## config.mk

```make
export PLATFORM = sky130hd
export DESIGN_NAME = instr_fetch_stage
export DESIGN_NICKNAME = d
export VERILOG_FILES = /design/src/rtl/instr_fetch_stage.sv
export SDC_FILE = /design/constraint.sdc
export NUM_CORES = 1
export LEC_CHECK = 0
export CORE_ASPECT_RATIO = 2
export CORE_MARGIN = 2
export CORE_UTILIZATION = 50
export CTS_CLUSTER_DIAMETER = 50
export DETAILED_ROUTE_END_ITERATION = 12
export PLACE_DENSITY = 0.89
export SYNTH_ARGS = -nofsm -noshare
export SYNTH_HDL_FRONTEND = slang
export SYNTH_SLANG_ARGS = --single-unit
```

## constraint.sdc

```tcl
create_clock -name clk_i -period 11.05 [get_ports clk_i]
set_clock_uncertainty 0.1 [all_clocks]
set_input_delay 2.7625 -clock clk_i [delete_from_list [all_inputs] [get_ports clk_i]]
set_output_delay 2.7625 -clock clk_i [all_outputs]
set_load 0.02 [all_outputs]
```

## src/rtl/instr_fetch_stage.sv

```systemverilog
// Instruction fetch stage: owns the PC, issues same-cycle instruction memory reads,
// and buffers {pc, instr} in a small in-order queue toward decode. Optional macro: IFETCH_PERF_CNT_EN.
module instr_fetch_stage #(
   parameter logic [31:0] RESET_PC = 32'h0000_0000,
   parameter int          QDEPTH   = 2
) (
   input  logic        clk_i,
   input  logic        rst_ni,
   input  logic        fetch_en_i,
   output logic [31:0] imem_addr_o,
   output logic        imem_ren_o,
   input  logic [31:0] imem_data_i,
   input  logic        redirect_i,
   input  logic [31:0] redirect_pc_i,
   output logic        id_valid_o,
   input  logic        id_ready_i,
   output logic [31:0] id_instr_o,
`ifdef IFETCH_PERF_CNT_EN
   output logic [31:0] perf_fetched_o,
   output logic [31:0] perf_stall_o,
`endif
   output logic [31:0] id_pc_o
);

   localparam int PW = (QDEPTH > 1) ? $clog2(QDEPTH) : 1;
   localparam int CW = $clog2(QDEPTH + 1);
   localparam logic [CW-1:0] DEPTH_C = CW'(QDEPTH);

   typedef enum logic {BOOT, RUN} state_t;

   state_t          state_reg;
   logic [31:0]     pc_reg;
   logic [PW-1:0]   wr_ptr_reg;
   logic [PW-1:0]   rd_ptr_reg;
   logic [CW-1:0]   count_reg;
   logic [31:0]     q_pc_reg    [QDEPTH];
   logic [31:0]     q_instr_reg [QDEPTH];

   logic head_valid;
   logic pop;
   logic can_push;
   logic push;

   // Outputs are forced to their reset values while reset is held, so they are
   // defined even before the first reset edge has been seen.
   always_comb begin
      head_valid = rst_ni && (count_reg != '0);
      pop        = head_valid && id_ready_i;
      can_push   = (count_reg < DEPTH_C) || pop;
      push       = rst_ni && (state_reg == RUN) && fetch_en_i && can_push && !redirect_i;
   end

   assign imem_addr_o = rst_ni ? pc_reg : RESET_PC;
   assign imem_ren_o  = push;
   assign id_valid_o  = head_valid;
   assign id_instr_o  = head_valid ? q_instr_reg[rd_ptr_reg] : 32'h0;
   assign id_pc_o     = head_valid ? q_pc_reg[rd_ptr_reg]    : 32'h0;

   always_ff @(posedge clk_i) begin
      if (!rst_ni) begin
         state_reg  <= BOOT;
         pc_reg     <= RESET_PC;
         wr_ptr_reg <= '0;
         rd_ptr_reg <= '0;
         count_reg  <= '0;
      end else if (redirect_i) begin
         // Flush wins over any same-cycle pop; push is already blocked by redirect.
         state_reg  <= RUN;
         pc_reg     <= {redirect_pc_i[31:2], 2'b00};
         wr_ptr_reg <= '0;
         rd_ptr_reg <= '0;
         count_reg  <= '0;
      end else begin
         if (state_reg == BOOT && fetch_en_i) begin
            state_reg <= RUN;
         end
         if (push) begin
            pc_reg     <= pc_reg + 32'd4;
            wr_ptr_reg <= wr_ptr_reg + 1'b1;
         end
         if (pop) begin
            rd_ptr_reg <= rd_ptr_reg + 1'b1;
         end
         count_reg <= count_reg + CW'(push) - CW'(pop);
      end
   end

   // Queue storage needs no reset: entries are only visible below count_reg.
   generate
      for (genvar gi = 0; gi < QDEPTH; gi++) begin : g_entry
         always_ff @(posedge clk_i) begin
            if (push && (wr_ptr_reg == PW'(gi))) begin
               q_pc_reg[gi]    <= pc_reg;
               q_instr_reg[gi] <= imem_data_i;
            end
         end
      end
   endgenerate

`ifdef IFETCH_PERF_CNT_EN
   logic [31:0] perf_fetched_reg;
   logic [31:0] perf_stall_reg;

   always_ff @(posedge clk_i) begin
      if (!rst_ni) begin
         perf_fetched_reg <= 32'h0;
         perf_stall_reg   <= 32'h0;
      end else begin
         if (push) begin
            perf_fetched_reg <= perf_fetched_reg + 32'd1;
         end
         if ((state_reg == RUN) && fetch_en_i && !redirect_i && !can_push) begin
            perf_stall_reg <= perf_stall_reg + 32'd1;
         end
      end
   end

   assign perf_fetched_o = perf_fetched_reg;
   assign perf_stall_o   = perf_stall_reg;
`endif

endmodule

```

==> results.json <==
{
  "maxCapViolCount": 0,
  "tritoncts": "yes",
  "cts_root_buffer": "clkbuf_16",
  "die_h_um": 170,
  "slew_headroom": 0.283,
  "postCtsSetupRepairBufs": 0,
  "dpl.cell_count": 832,
  "antenna_found_initial": 0,
  "core_um2": 13400,
  "gr-usage-all-layers": 0.222,
  "place_hpwl_um": 11000,
  "drcViolationCount": 0,
  "worst_setup_path_start_kind": "primary input",
  "cp_top_family": "buffers and inverters",
  "htree_levels": 4,
  "mostFrequentLayoutCells": "clkdlybuf4s50_1, edfxtp_1, nor2_1",
  "portBuffers": 160,
  "final_cells": 863,
  "drt_iter0_markers": 215,
  "vias": 4922,
  "largest_reg_flops": 64,
  "async_flop_share": 0,
  "clk_pin_slew_ns": 0.06,
  "dr.pass1.iters": 5,
  "crit_buf_inv": 3,
  "final.setup.tns_ns": 0,
  "p_total_w": 0.00136,
  "hold_viol": 0,
  "cts.path.max_buffers": 2,
  "syn_area_per_cell_um2": 12.5,
  "grt_max_degree": 63,
  "grt_pass1_wl_um": 25000,
  "combPwrFrac": 0.062,
  "p_per_area_nw_per_um2": 148,
  "switching_share": 0.215,
  "fin_ws_ns": 3.23,
  "synth-edff-count": 124,
  "drive_above_1_share": 0.0692,
  "gp_congestion": 0.749,
  "vdd_drop_max_v": 0.000102,
  "slowest_stage": "buf_2",
  "hold_class": "reg -> reg",
  "start_util": 0.513,
  "die_area_um2": 14800,
  "max_stage_delay_ns": 0.64,
  "globalRouteOverflowTotal": 0,
  "status": "finished, final reports clean",
  "num_io_pins": 167,
  "setup_viol": 0,
  "worstPathRequired_ns": 8.19,
  "grt_pass1_vias": 4920,
  "clkSinkCount": 160,
  "num_rows": 60,
  "yosysSeqAreaShare": 0.645,
  "cts_resized": 0,
  "maxSlewViolCount": 0,
  "rsz0062_at_grt": "no",
  "period_share": 0.708,
  "ys_warn_count": 0,
  "p_leak_nw": 2.90,
  "syn-cell-area_um2": 6890,
  "clock_latency_ns": 0.41,
  "preCtsSetupSlack_ns": 3.21,
  "ant_nets": 0,
  "tightest_slew_ns": 1.08,
  "cts_made_buffers": 17,
  "crit_type": "in -> out",
  "internal_power_w": 0.00106,
  "path_max_fanout": 56,
  "synth_ff_type": "edfxtp_1",
  "vias_per_cell": 5.70,
  "seqCellArea_um2": 4450,
  "finalNetCount": 768,
  "wl_per_cell_um": 18.9,
  "cp_data_arrival_time_ns": 4.96,
  "cts_hold_buf": 0,
  "seqPwrFrac": 0.499,
  "synthesis.instances": 549,
  "area_growth_pct": 33.1,
  "timing.hold.ws_ns": 0.388,
  "synth-seq-cells": 160,
  "filler_cell_count": 880,
  "power_switching_w": 0.000292,
  "max_freq_ghz": 0.128,
  "fin_crit_ns": 7.82,
  "multiInputGateArea_um2": 2260,
  "drt_wl_total_um": 16300,
  "final_common_cell": "clkdlybuf4s50_1",
  "die_w_um": 87.0,
  "yosysUniqueCellTypes": 49,
  "crit_chain": "buf_2 > o21ai_4 > buf_4 > nor2_1 > clkdlybuf4s50_1",
  "antenna_cells": 0,
  "end_kind": "output port",
  "p_clk_frac": 0.438
}
==> per-stage QoR <==
step	util	area [um2]
floorplan	-	6900
finish	0.682	9170
global route	0.682	9170
global placement	0.637	8560
CTS	0.682	9170
detailed placement	0.637	8560
==> routing by layer <==
metal  track usage  part of all wire
met1         0.237              0.35
met2         0.415              0.56
met3        0.0456             0.059
met4        0.0829             0.026
met5             0                 0
==> logic make-up after synthesis <==
kind of cell | count (synthesis) | synth area share
xor gates and xnor gates | 10 | 0.0127
muxes | 62 | 0.0901
AOI/OAI and AO/OA | 76 | 0.0719
adders and majority gates | 3 | 0.00545
DFF | 160 | 0.645
other | 1 | 0.000544
and+or+nand+nor | 190 | 0.143
buffers and inverters | 47 | 0.0309
==> final cells by class <==
type	instances	share of cell area
sequential	160	0.485
inverter	8	0.00328
multi-input combinational	345	0.247
tap	155	0.0212
clock inverter	14	0.0197
timing repair buffer	164	0.177
clock buffer	17	0.0464
==> cell usage after synthesis (2+ instances only) <==
cell | count | area share
edfxtp_1 | 124 | 0.54
nor2_1 | 84 | 0.046
mux2i_1 | 62 | 0.090
dfxtp_1 | 36 | 0.10
and2_1 | 28 | 0.025
o21ai_0 | 23 | 0.017
clkbuf_1 | 22 | 0.012
a31oi_1 | 16 | 0.015
nand2_1 | 13 | 0.0071
or3_1 | 10 | 0.0091
or4_1 | 10 | 0.011
a211oi_1 | 9 | 0.0098
nand3_1 | 9 | 0.0065
o31ai_1 | 9 | 0.0098
xnor2_1 | 9 | 0.011
buf_1 | 8 | 0.0044
o21ai_1 | 8 | 0.0058
inv_1 | 7 | 0.0038
nor4_1 | 7 | 0.0064
buf_4 | 5 | 0.0055
nand4_1 | 5 | 0.0045
nor2b_1 | 4 | 0.0036
nor3_1 | 4 | 0.0029
o41a_1 | 4 | 0.0065
ha_1 | 3 | 0.0055
a311oi_1 | 2 | 0.0025
and4_1 | 2 | 0.0025
buf_2 | 2 | 0.0015
buf_6 | 2 | 0.0033
nand2b_1 | 2 | 0.0018
nand4_2 | 2 | 0.0036
==> worst paths after layout <==
kind,from,end,slack (ns),depth (start not counted)
setup / recovery,rst_ni,id_pc_o[24],3.23,5
hold / removal,pc_reg[30],q_pc_reg[0][30],0.39,0
setup reg to reg,count_reg[1],q_pc_reg[1][30],8.52,4
hold reg to reg,pc_reg[30],q_pc_reg[0][30],0.39,0
==> power by group through the flow <==
stage | clock network, W | registers [W] | logic, W
after detailed placement | 0 | 0.000690 | 0.0000841
final | 0.000594 | 0.000677 | 0.0000846
after floorplan | 0 | 0.000685 | 0.0000401
after global routing | 0.000625 | 0.000679 | 0.0000912
after global placement | 0 | 0.000688 | 0.0000813
after CTS | 0.000603 | 0.000677 | 0.0000849
Note: power is estimated with default switching activity, not from simulation.
